### config.mk
export PLATFORM = sky130hd
export DESIGN_NAME = ccff_chain_loader
export DESIGN_NICKNAME = d
export VERILOG_FILES = /design/src/rtl/ccff_loader_pkg.sv /design/src/rtl/ccff_word_serializer.sv /design/src/rtl/ccff_chain_loader.sv
export SDC_FILE = /design/constraint.sdc
export NUM_CORES = 1
export LEC_CHECK = 0
export CAP_MARGIN = 20
export CORE_MARGIN = 2
export CORE_UTILIZATION = 45
export DETAILED_ROUTE_END_ITERATION = 10
export DONT_BUFFER_PORTS = 1
export PLACE_DENSITY = 0.59
export SKIP_CTS_REPAIR_TIMING = 1
export SYNTH_ARGS = -nofsm -noshare
export SYNTH_HDL_FRONTEND = slang
export SYNTH_SLANG_ARGS = --single-unit
export TNS_END_PERCENT = 100
### constraint.sdc
create_clock -name prog_clk -period 3.2 [get_ports prog_clk]
set_input_delay 0.32 -clock prog_clk [delete_from_list [all_inputs] [get_ports prog_clk]]
set_output_delay 0.32 -clock prog_clk [all_outputs]
set_load 0.01 [all_outputs]
### src/rtl/ccff_loader_pkg.sv
`default_nettype none
// ============================================================================
// Module      : ccff_loader_pkg
// Description : Shared types and helpers for the configuration-chain loader.
//               Holds the loader state encoding and the pass-geometry helpers
//               used to size one chain pass in bitstream words.
// Revision    : 1.0 - initial release
// ============================================================================
package ccff_loader_pkg;

    typedef enum logic [2:0] {
        ST_IDLE   = 3'd0,
        ST_LOAD   = 3'd1,
        ST_VERIFY = 3'd2,
        ST_DRAIN  = 3'd3,
        ST_DONE   = 3'd4
    } state_t;

    // Bitstream words needed to cover one full pass of the chain.
    function automatic int words_per_pass(input int chain_len, input int word_w);
        return (chain_len + word_w - 1) / word_w;
    endfunction

    // Bits used from the final word of a pass; 0 means the final word is full.
    function automatic int tail_bits(input int chain_len, input int word_w);
        return chain_len % word_w;
    endfunction

    // Bit-index width for a word buffer, never below one bit.
    function automatic int idx_width(input int word_w);
        return (word_w > 1) ? $clog2(word_w) : 1;
    endfunction

endpackage
`default_nettype wire

### src/rtl/ccff_word_serializer.sv
`default_nettype none
// ============================================================================
// Module      : ccff_word_serializer
// Description : Single-word buffer that presents a bitstream word LSB-first.
//               A load replaces the buffer contents; each issue advances one
//               bit, and the buffer empties after its last bit or on a flush
//               (end of pass, discarding unused high bits).
// Ports       : i_clk/i_rst_n  clock, async active-low reset
//               i_load/i_data  load a new word (takes priority over issue)
//               i_issue        current bit is consumed this cycle
//               i_flush        with i_issue: drop remaining bits of the word
//               o_has_bit      buffer holds an unissued bit
//               o_bit          bit currently presented
//               o_last         presented bit is the top bit of the word
//               o_idx          index of the presented bit within the word
// Revision    : 1.0 - initial release
// ============================================================================
module ccff_word_serializer
    import ccff_loader_pkg::*;
#(
    parameter  int WORD_W = 32,
    localparam int IDX_W  = idx_width(WORD_W)
) (
    input  logic              i_clk,
    input  logic              i_rst_n,
    input  logic              i_load,
    input  logic [WORD_W-1:0] i_data,
    input  logic              i_issue,
    input  logic              i_flush,
    output logic              o_has_bit,
    output logic              o_bit,
    output logic              o_last,
    output logic [IDX_W-1:0]  o_idx
);

    logic [WORD_W-1:0] r_buf;
    logic [IDX_W-1:0]  r_idx;
    logic              r_has_bit;

    always_ff @(posedge i_clk or negedge i_rst_n) begin
        if (!i_rst_n) begin
            r_buf     <= '0;
            r_idx     <= '0;
            r_has_bit <= 1'b0;
        end else if (i_load) begin
            r_buf     <= i_data;
            r_idx     <= '0;
            r_has_bit <= 1'b1;
        end else if (i_issue) begin
            if (o_last || i_flush) begin
                r_has_bit <= 1'b0;
            end else begin
                r_buf <= r_buf >> 1;
                r_idx <= r_idx + 1'b1;
            end
        end
    end

    assign o_has_bit = r_has_bit;
    assign o_bit     = r_buf[0];
    assign o_last    = (r_idx == IDX_W'(WORD_W - 1));
    assign o_idx     = r_idx;

endmodule
`default_nettype wire

### src/rtl/ccff_chain_loader.sv
`default_nettype none
// ============================================================================
// Module      : ccff_chain_loader
// Description : Driving end of the ccff configuration chain. Serialises a
//               word stream LSB-first onto ccff_head, qualified by
//               config_enable, and optionally streams the bitstream again
//               while comparing ccff_tail against the bits shifted in.
// Ports       : prog_clk, pReset_n        clock, async active-low reset
//               start, verify_en          begin a load (verify pass optional)
//               word_valid/word_data/word_ready  bitstream word handshake
//               ccff_head, config_enable  registered chain drive
//               ccff_tail                 chain output, compared in verify
//               busy, done                operation status
//               verify_fail, mismatch_cnt verify result (cleared by start)
// Revision    : 1.0 - initial release
// ============================================================================
module ccff_chain_loader
    import ccff_loader_pkg::*;
#(
    parameter int CHAIN_LEN = 1024,
    parameter int WORD_W    = 32,
    parameter int CNT_W     = 16
) (
    input  logic              prog_clk,
    input  logic              pReset_n,
    input  logic              start,
    input  logic              verify_en,
    input  logic              word_valid,
    input  logic [WORD_W-1:0] word_data,
    output logic              word_ready,
    output logic              ccff_head,
    input  logic              ccff_tail,
    output logic              config_enable,
    output logic              busy,
    output logic              done,
    output logic              verify_fail,
    output logic [CNT_W-1:0]  mismatch_cnt
);

    localparam int c_WPP    = words_per_pass(CHAIN_LEN, WORD_W);
    localparam int c_TAIL   = tail_bits(CHAIN_LEN, WORD_W);
    localparam int c_IDX_W  = idx_width(WORD_W);
    localparam int c_WCNT_W = (c_WPP > 1) ? $clog2(c_WPP) : 1;
    localparam logic [c_IDX_W-1:0]  c_LAST_IDX  = c_IDX_W'((c_TAIL == 0) ? WORD_W - 1 : c_TAIL - 1);
    localparam logic [c_WCNT_W-1:0] c_LAST_WORD = c_WCNT_W'(c_WPP - 1);

    state_t              r_state;
    state_t              w_state_nxt;
    logic                r_verify_mode;
    logic                r_head;
    logic                r_cfg_en;
    logic                r_cmp_en;
    logic                r_fail;
    logic [CNT_W-1:0]    r_mism_cnt;
    logic [c_WCNT_W-1:0] r_word_cnt;

    logic                w_has_bit;
    logic                w_bit;
    logic                w_last;
    logic [c_IDX_W-1:0]  w_idx;
    logic                w_active;
    logic                w_issue;
    logic                w_pass_end;
    logic                w_word_done;
    logic                w_final;
    logic                w_ready_cond;
    logic                w_load;
    logic                w_start_acc;
    logic                w_mismatch;

    // The pass position is tracked as (word in pass, bit in word); the pass
    // ends on the last used bit of the final word, so a pass is exactly
    // CHAIN_LEN issues and always restarts on a word boundary.
    assign w_active    = (r_state == ST_LOAD) || (r_state == ST_VERIFY);
    assign w_issue     = w_active && w_has_bit;
    assign w_pass_end  = w_issue && (r_word_cnt == c_LAST_WORD) && (w_idx == c_LAST_IDX);
    assign w_word_done = w_issue && (w_last || w_pass_end);
    // The final bit of the whole operation must not pull in another word.
    assign w_final     = w_pass_end && ((r_state == ST_VERIFY) || !r_verify_mode);
    assign w_ready_cond = !w_has_bit || (w_word_done && !w_final);
    assign w_load      = word_valid && word_ready;
    assign w_start_acc = (r_state == ST_IDLE) && start;
    // r_cmp_en marks shift edges carrying verify-pass bits; this keeps the
    // last LOAD shift out of the compare and includes the last VERIFY shift
    // that completes while in DRAIN.
    assign w_mismatch  = r_cfg_en && r_cmp_en && (ccff_tail != r_head);

    ccff_word_serializer #(
        .WORD_W (WORD_W)
    ) u_ser (
        .i_clk     (prog_clk),
        .i_rst_n   (pReset_n),
        .i_load    (w_load),
        .i_data    (word_data),
        .i_issue   (w_issue),
        .i_flush   (w_pass_end),
        .o_has_bit (w_has_bit),
        .o_bit     (w_bit),
        .o_last    (w_last),
        .o_idx     (w_idx)
    );

    always_ff @(posedge prog_clk or negedge pReset_n) begin
        if (!pReset_n) begin
            r_state <= ST_IDLE;
        end else begin
            r_state <= w_state_nxt;
        end
    end

    always_comb begin
        w_state_nxt = r_state;
        busy        = 1'b0;
        done        = 1'b0;
        word_ready  = 1'b0;
        case (r_state)
            ST_IDLE: begin
                if (start) w_state_nxt = ST_LOAD;
            end
            ST_LOAD: begin
                busy       = 1'b1;
                word_ready = w_ready_cond;
                if (w_pass_end) w_state_nxt = r_verify_mode ? ST_VERIFY : ST_DRAIN;
            end
            ST_VERIFY: begin
                busy       = 1'b1;
                word_ready = w_ready_cond;
                if (w_pass_end) w_state_nxt = ST_DRAIN;
            end
            ST_DRAIN: begin
                busy        = 1'b1;
                w_state_nxt = ST_DONE;
            end
            ST_DONE: begin
                done        = 1'b1;
                w_state_nxt = ST_IDLE;
            end
            default: w_state_nxt = ST_IDLE;
        endcase
    end

    always_ff @(posedge prog_clk or negedge pReset_n) begin
        if (!pReset_n) begin
            r_head        <= 1'b0;
            r_cfg_en      <= 1'b0;
            r_cmp_en      <= 1'b0;
            r_verify_mode <= 1'b0;
            r_fail        <= 1'b0;
            r_mism_cnt    <= '0;
            r_word_cnt    <= '0;
        end else begin
            r_cfg_en <= w_issue;
            r_cmp_en <= w_issue && (r_state == ST_VERIFY);
            if (w_issue) r_head <= w_bit;

            if (w_start_acc) begin
                r_verify_mode <= verify_en;
                r_fail        <= 1'b0;
                r_mism_cnt    <= '0;
            end else if (w_mismatch) begin
                r_fail <= 1'b1;
                if (r_mism_cnt != '1) r_mism_cnt <= r_mism_cnt + 1'b1;
            end

            if (w_start_acc || w_pass_end) begin
                r_word_cnt <= '0;
            end else if (w_word_done) begin
                r_word_cnt <= r_word_cnt + 1'b1;
            end
        end
    end

    assign ccff_head     = r_head;
    assign config_enable = r_cfg_en;
    assign verify_fail   = r_fail;
    assign mismatch_cnt  = r_mism_cnt;

endmodule
`default_nettype wire

* Word-level counts from Yosys, hierarchy flattened
Cells that the tools add are included.
** Cells by class
- Equality and inequality tests :: 12
- $lt $le $gt $ge :: 0
- Shift-type cells :: 0
- Multiplexer cells :: 24
- Reductions and logical operators :: 31
- Divide/modulo/power cells :: 0
- Bitwise logic cells :: 0
- Add/subtract/negate cells :: 3
- Multipliers :: 0
** Operators by type and width (number)
- 2-to-1 mux 32 bit :: 3
- 2-to-1 mux 16 bit :: 3
- 2-to-1 mux 5 bit :: 5
- adder 16 x 1 -> 16 bit, second input constant :: 1
- inequality test 16 bit, second input constant :: 1
- case mux 3 bit (4 select lines) :: 1
- logical AND 1 bit :: 11
- adder 5 x 1 -> 5 bit, second input constant :: 2
- equality test 5 bit, second input constant :: 2
- nonzero test 2 bit :: 5
- 2-to-1 mux 1 bit :: 9
- 2-to-1 mux 3 bit :: 3
- equality test 3 x 2 -> 1 bit, second input constant :: 2
- inequality test 2 x 1 -> 1 bit, second input constant :: 3
- AND reduction 2 bit :: 3
- logical OR 1 bit :: 5
- equality test 3 x 1 -> 1 bit, second input constant :: 1
- equality test 3 bit, second input constant :: 1
- logical NOT 1 bit :: 3
- logical NOT 3 bit :: 1
- AND reduction 3 bit :: 1
- OR reduction 3 bit :: 1
- inequality test 2 bit, second input constant :: 1
- OR reduction 2 bit :: 1
- inequality test 1 bit :: 1
** Storage, ports and cells
- ROM bits :: 0
- Memories :: 0
- Output and inout port bits :: 22
- Bits in writable memories :: 0
- Flip-flop bits (word level) :: 67
- Latch bits :: 0

* Depth between registers and ports, before layout
Gate-level depths: netlist of the first run.
- Word-level depth :: 13
- Gate-level depth with buffers :: 8

* By module
From an unflattened synthesis of the first run, not the netlist that was laid out.
** Unflattened totals
- Cell total of the unflattened synthesis :: 380
- Area total of the unflattened synthesis :: 3405.8 sq um
** Modules (own cells, without submodules)
- ccff_word_serializer :: cells an instance 204, times used 1, area each 1795.5 sq um
- ccff_chain_loader :: cells an instance 176, times used 1, area each 1610.3 sq um

* Worst setup path after synthesis of the first run
Ideal clock, no wire load.
- Path type :: reg2reg
- Start :: reg u_ser.r_idx[0], in the netlist u_ser.o_idx[0]
- End :: reg u_ser.r_buf[10]
- Arrival :: 2169 ps
- Data required time :: 3075 ps
- Buffers on the path :: 1
- Stages on the path, launching flop included :: 9
- Slack :: 906 ps
- Library setup time :: 125 ps
- Cell sequence :: dfrtp_1 -> ha_1 -> and3_1 -> ha_1 -> nor3b_4 -> nand2_4 -> buf_6 -> mux2_4 -> mux2_4
** Between the ends
- Longest elaborated chain between the ends :: 10
** Ends and longest elaborated chain
- start, declared :: line ccff_word_serializer.sv:37 : logic [IDX_W-1:0] r_idx;
- start signal, assigned :: line ccff_word_serializer.sv:54 : r_idx <= r_idx + 1'b1;
- equality test 5 bit (*) :: line ccff_word_serializer.sv:61, ccff_chain_loader.sv:76
- logical AND 1 bit :: line ccff_chain_loader.sv:76 : assign w_pass_end = w_issue && (r_word_cnt == c_LAST_WORD) && (w_idx == c_LAST_IDX);
- logical OR 1 bit or logical AND 1 bit (tied branches) :: line ccff_word_serializer.sv:50, ccff_chain_loader.sv:77, ccff_chain_loader.sv:79
- logical AND 1 bit or logical NOT 1 bit (tied branches) :: line ccff_chain_loader.sv:77, ccff_chain_loader.sv:80
- logical AND 1 bit :: line ccff_chain_loader.sv:80 : assign w_ready_cond = !w_has_bit || (w_word_done && !w_final);
- logical OR 1 bit :: line ccff_chain_loader.sv:80
- 2-to-1 mux 1 bit :: line ccff_chain_loader.sv:116 : case (r_state)
- logical AND 1 bit :: line ccff_chain_loader.sv:81 : assign w_load = word_valid && word_ready;
- inequality test 2 x 1 -> 1 bit (no source line) or nonzero test 2 bit (tied branches)
- AND reduction 2 bit (no source line)
- end signal, assigned :: line ccff_word_serializer.sv:46 : r_buf <= i_data;
- end signal, assigned :: line ccff_word_serializer.sv:53 : r_buf <= r_buf >> 1;
- end, declared :: line ccff_word_serializer.sv:36 : logic [WORD_W-1:0] r_buf;
Mark *: on every way between the ends. The rest lies on a longest branch, timed or not.
A chain may end at the register's enable or synchronous reset.

* Worst setup path after layout of the first run
- Start :: reg u_ser.r_idx[0], in the netlist u_ser.o_idx[0]
- End :: reg u_ser.r_buf[12]
The elaborated chain is that of the path after synthesis.

==> reports/results.ini, run 1 <==
[pwr]
power.leakage_nw = 1.87
power_w = 0.00328
ir_drop_mv = 0.379
power_density_mw_per_mm2 = 802

[synth]
synth_edf_count = 0
synth_fp_nets = 346
yosysSeqAreaShare_pct = 45.0
post_synth_num_cell_types = 55
syn_area_mm2 = 0.00373
yosys_register_bits = 67
synthCells = 302
synth_area_per_cell_um2 = 12.3
ys.flop_type = dfrtp_1
ys_warn_count = 0
async_reset_ff_share_pct = 100

[critical_path]
reg2reg_from = u_ser.o_idx[0]
cp.buffers_inverters = 0
crit_arrival_ps = 2890
max_stage_delay_ps = 430
crit_chain = ha_1, and3_1, ha_1, nor3b_4, nand2_4, mux2_4, mux2_4
rrSetupSlack_ps = 540
r2r-end = u_ser.r_buf[12]
criticalPathCategory = flip-flop to flip-flop
crit_fanout = 35
endpoint_kind = flip-flop
worstRegToRegCells = 7
cp_top_family = simple AND/OR/NAND/NOR gates
cp-start-kind = flip-flop
cp.required_ps = 3430
critPathSlowestCell = mux2_4

[route]
antenna_left = 0
vias_per_cell = 5.60
wl_per_cell_um = 17.0
via_count = 2336
first_pass_iters = 4
drcViolationCount = 0
wl_um = 7070
dr.first_iter.drc_count = 142

[placed_design]
port_buffers = 0
dp_cells = 399
gp_congestion = 0.806
dpl.hpwl_um = 4600

[timing]
tightest_slew_ps = 736
fin_setup_tns_ps = 0
max_freq_mhz = 376
final_hold_viol_count = 0
setup_violations = 0
rsz0062_at_grt = no
min_period_ps = 2660
finalCritPeriodShare_pct = 83.1
maxSlewViolCount = 0
clock_skew_ps = 11.3
slew_headroom_pct = 50.8

[global_routing]
grt_max_degree = 68
grt_pass1_wl_um = 11800
gr-usage-all-layers_pct = 16.9
grt_antenna_before_repair = 0
grt_pass1_vias = 2343
grt_overflow = 0

[cts]
cts_inserted_buffers = 9
clk_pin_slew_worst_paths_ps = 80
clkLatencyLatePin_ps = 350
h-tree-depth = 3
cts_tree = built
cts.sinks = 67
root_buffer = clkbuf_8
ctsLongestPathBuffers = 2

[cells_and_area]
area_delta_synth_final_pct = 9.60
final_nets = 351
final_layout_size_suffix_gt1_share_pct = 29.8
nFillCells = 699
multi_input_area_mm2 = 0.00195
instances_no_fill = 417
insertedDiodeCount = 0
regArea_mm2 = 0.00168

[die]
fp.dieW_um = 95.0
num_rows = 33
dieArea_mm2 = 0.00903
die_y_um = 95.0
core_mm2 = 0.00813
top_level_ports = 60
initial_core_util_pct = 45.8

[hold_path]
min_path_cells = 2
holdPathEnd = r_verify_mode
hold_start = verify_en
min_path_type = input port to flip-flop

[outcome]
status = complete, no violations

[flow_run]
maxCapViolCount = 0

[cells by family after synthesis]
group	after synthesis	share of synthesized area, %
simple gates	98	15.3
flops	67	45.0
mux	63	23.5
compound gates	46	8.96
buf+inv	13	2.62
xor+xnor	9	2.62
fa+ha+maj	6	2.01
[per-layer routing]
layer	GRT usage (%)	wire, um	up-vias
met5	0	0	-
met4	4.71	40	0
met3	5.77	324	4
met2	25.7	3370	46
met1	23.0	3340	1154
li1	-	-	1132
[cells in the final DEF (no fill, tap or decap), drive strengths merged, types with 2 or more instances in the layout]
| cell type | count |
|---|---|
| ha | 6 |
| inv | 5 |
| nand4 | 5 |
| or4 | 2 |
| and4b | 2 |
| a31o | 2 |
| mux2i | 2 |
| nor3 | 7 |
| a211oi | 2 |
| bufinv | 3 |
| or3 | 2 |
| mux2 | 61 |
| and2 | 2 |
| xnor2 | 2 |
| nor4 | 3 |
| clkbuf | 9 |
| o211ai | 5 |
| xor2 | 7 |
| nor2 | 18 |
| o21a | 2 |
| buf | 3 |
| a31oi | 3 |
| and3 | 7 |
| nand3b | 3 |
| a311oi | 3 |
| nor4b | 3 |
| o31ai | 2 |
| nand2 | 22 |
| o21ai | 5 |
| dfrtp | 67 |
| nand3 | 15 |
| a21oi | 15 |
[flip-flops by register name, indices dropped and copies added, names as in the netlist]
signal,cells
ccff_head,1
config_enable,1
mismatch_cnt,16
r_cmp_en,1
r_state,3
r_verify_mode,1
r_word_cnt,5
u_ser.o_has_bit,1
u_ser.o_idx,5
u_ser.r_buf,32
verify_fail,1
[cell type report]
| cell class | count | area share [%] |
|---|---|---|
| Sequential cell | 67 | 41.0 |
| Multi-Input combinational cell | 222 | 47.8 |
| Tap cell | 105 | 3.21 |
| Clock buffer | 9 | 3.03 |
| Timing Repair Buffer | 4 | 1.59 |
| Clock inverter | 7 | 3.03 |
| Inverter | 3 | 0.276 |
[synthesized netlist by cell type (all sizes together) (3+ instances only)]
cell type,instances,area (um^2)
a21oi,15,86.3
nor4,3,25.0
mux2,61,856
nand4,5,37.5
ha,6,75.1
nand3,15,75.1
o211ai,5,37.5
dfrtp,67,1680
nor3,7,35.0
o21ai,5,36.3
and3,7,43.8
nor4b,3,53.8
buf,8,78.8
inv,3,11.3
nand2,22,90.1
nor2,18,67.6
xor2,7,80.1
nand3b,3,22.5
a31oi,3,18.8
a311oi,3,26.3
[stage by stage]
step	instance area [um^2]	hold WS [ps]	setup slack, ps	utilization [%]
4_1_cts	4050	-361	532	49.8
5_1_grt	4090	71.9	384	50.2
3_5_place_dp	3800	26.1	540	46.7
6_report	4090	85.1	541	50.2
2_1_floorplan	3730	24.4	906	-
3_3_place_gp	3800	25.9	605	46.7
[worst max-delay path by stage]
stage / from / end / slack [ps] / depth (start not counted)
finish: u_ser.o_idx[0] / u_ser.r_buf[12] / 540 / 7
floorplan: u_ser.o_idx[0] / u_ser.r_buf[10] / 910 / 8
global placement: u_ser.o_idx[0] / u_ser.r_buf[5] / 610 / 7
global route: u_ser.o_idx[0] / u_ser.r_buf[5] / 380 / 7
CTS: u_ser.o_idx[0] / u_ser.r_buf[5] / 530 / 7
detailed placement: u_ser.o_idx[0] / u_ser.r_buf[5] / 540 / 7
[power by group]
part	switching, W	internal [W]
sequential	0.000177	0.00110
combinational	0.000388	0.000726
clock	0.000361	0.000524
Note: power is estimated with default switching activity, not from simulation.
==> run 2: changes to the inputs <==
--- a/config.mk
+++ b/config.mk
@@ -10,7 +10,7 @@
 export CORE_UTILIZATION = 45
 export DETAILED_ROUTE_END_ITERATION = 10
 export DONT_BUFFER_PORTS = 1
-export PLACE_DENSITY = 0.59
+export PLACE_DENSITY = 0.61
 export SKIP_CTS_REPAIR_TIMING = 1
 export SYNTH_ARGS = -nofsm -noshare
 export SYNTH_HDL_FRONTEND = slang
==> constraint.sdc (replaced) <==
create_clock -name prog_clk -period 2.3 [get_ports prog_clk]
set_input_delay 0.23 -clock prog_clk [delete_from_list [all_inputs] [get_ports prog_clk]]
set_output_delay 0.23 -clock prog_clk [all_outputs]
set_load 0.01 [all_outputs]
==> run 2 against run 1 <==
Clock skew shrank 2.4 ps. Setup slack lost 450 ps. Total power grew 40%. Clock power rose by 19%. Sequential share of layout area is 1.9 points lower. Non-clock buffer count up 18. Count of clock-buffer cells in the layout rose by 1. Combinational power grew 57%. Critical path depth up 1. Sequential power rose by 40%. Largest cell class unchanged. Largest power group unchanged.
==> reports/results.ini, run 2 (same netlist as run 1, synthesis figures left out) <==
[cells_and_area]
largest_reg_flops = 32
largest-register = u_ser.r_buf
final_common_cell = dfrtp_1
nFillCells = 685
insertedDiodeCount = 0
area_delta_synth_final_pct = 15.0
final_nets = 369
final_layout_size_suffix_gt1_share_pct = 35.8
most-common-layout-cells = dfrtp_1 (67), mux2_4 (45), nand2_1 (21), nor2_1 (16)

[cts]
ctsLongestPathBuffers = 2
cts.sinks = 67
h-tree-depth = 3
clk_pin_slew_worst_paths_ps = 70
cts_tree = built
clkLatencyLatePin_ps = 340
root_buffer = clkbuf_8
cts_inserted_buffers = 9

[global_routing]
grt_overflow = 0
top_usage_layer = met2
grt_pass1_wl_um = 12000
grtUsageMet1_pct = 23.0
gr-usage-all-layers_pct = 17.4
grt_antenna_before_repair = 0
grtUsageMet2_pct = 26.5
grt_pass1_vias = 2373
use_met3_pct = 4.66
grt_max_degree = 68

[flow_run]
maxCapViolCount = 0

[timing]
fin_hold_ws_ps = 8.55
setup_violations = 0
clock_skew_ps = 8.91
slew_headroom_pct = 63.5
tightest_slew_ps = 545
rsz0062_at_grt = no
final_hold_viol_count = 0
max_freq_mhz = 453
min_period_ps = 2210
finalCritPeriodShare_pct = 95.9
maxSlewViolCount = 0

[placed_design]
gp_congestion = 0.798
dpl.hpwl_um = 4970
port_buffers = 0

[route]
first_pass_iters = 4
vias_per_cell = 5.67
via_count = 2466
drcViolationCount = 0
dr.first_iter.drc_count = 76
wl_um = 7440
antenna_left = 0
wl_per_cell_um = 17.1

[critical_path]
cp.required_ps = 2070
cp-start-kind = flip-flop
endpoint_kind = output port
reg2reg_from = u_ser.o_idx[1]
criticalPathCategory = flip-flop to output port
crit_fanout = 4
rrSetupSlack_ps = 140
worstRegToRegCells = 8
r2r-end = u_ser.r_buf[17]
crit_arrival_ps = 1980
crit_start = u_ser.o_idx[1]
endpoint = word_ready

[die]
num_rows = 33
initial_core_util_pct = 45.8
core_mm2 = 0.00813
fp.dieW_um = 95.0
die_y_um = 95.0
dieArea_mm2 = 0.00903
top_level_ports = 60

[pwr]
power.leakage_nw = 1.95
ir_drop_mv = 0.411
power_density_mw_per_mm2 = 1070
power_w = 0.00458

[hold_path]
min_path_type = input port to flip-flop

[outcome]
status = complete, no violations

==> run 2: cell types whose count changed in the layout (fill, tap and decap cells not counted), sizes merged <==
| cell | previous run | this run |
|---|---|---|
| bufinv | 3 | 2 |
| buf | 3 | 20 |
| inv | 5 | 3 |
| dlygate4sd3 | 1 | 2 |
| clkbuf | 9 | 10 |
| clkinvlp | 1 | 0 |
| clkinv | 1 | 4 |
==> run 2: area by class of cell <==
cell class	count	area (um^2)	share of cell area, %
multi-input cells	222	2030	47.3
flip-flops and latches	67	1680	39.1
repair buffers	22	231	5.40
well taps	105	131	3.06
inverters	3	11.3	0.263
clock inverters	6	80.1	1.87
clock buffers	10	128	2.98
==> run 2: where the power goes <==
part	leakage [nW]	switching, W	internal (W)
clock	0.110	0.000444	0.000604
combinational	0.978	0.000593	0.00115
sequential	0.859	0.000259	0.00153
==> run 2: through the flow <==
stage               setup slack [ps]  utilization, %  instances  TNS (ps)  area (um^2)
floorplan                       5.67               -        302         0         3730
global placement                 112            48.4        414         0         3940
detailed placement              67.7            48.4        414         0         3940
CTS                             -120            51.0        430      -120         4150
global route                    3.83            52.7        435         0         4290
finish                          93.2            52.7        435         0         4290
==> run 2: worst min path at each step <==
stage	startpoint	cells past startpoint	endpoint
finish	verify_en	2	r_verify_mode
CTS	pReset_n	0	u_ser.r_buf[16]
global route	word_data[14]	1	u_ser.r_buf[14]
detailed placement	pReset_n	0	mismatch_cnt[14]
global placement	pReset_n	0	mismatch_cnt[0]
floorplan	pReset_n	0	ccff_head
==> run 2: critical path: stages (launching register included) <==
cell and delay (ps):
dfrtp_1 370, ha_2 190, and3_4 220, ha_4 160, a21bo_4 230, a21oi_4 170, buf_6 140, nor2_4 40
nor2_4 110
==> run 2: routing by layer <==
metal  share of wire (%)  wire (um)
met1                  45       3350
met2                  49       3670
met3                 3.9        288
met4                 1.7        130
met5                   0          0
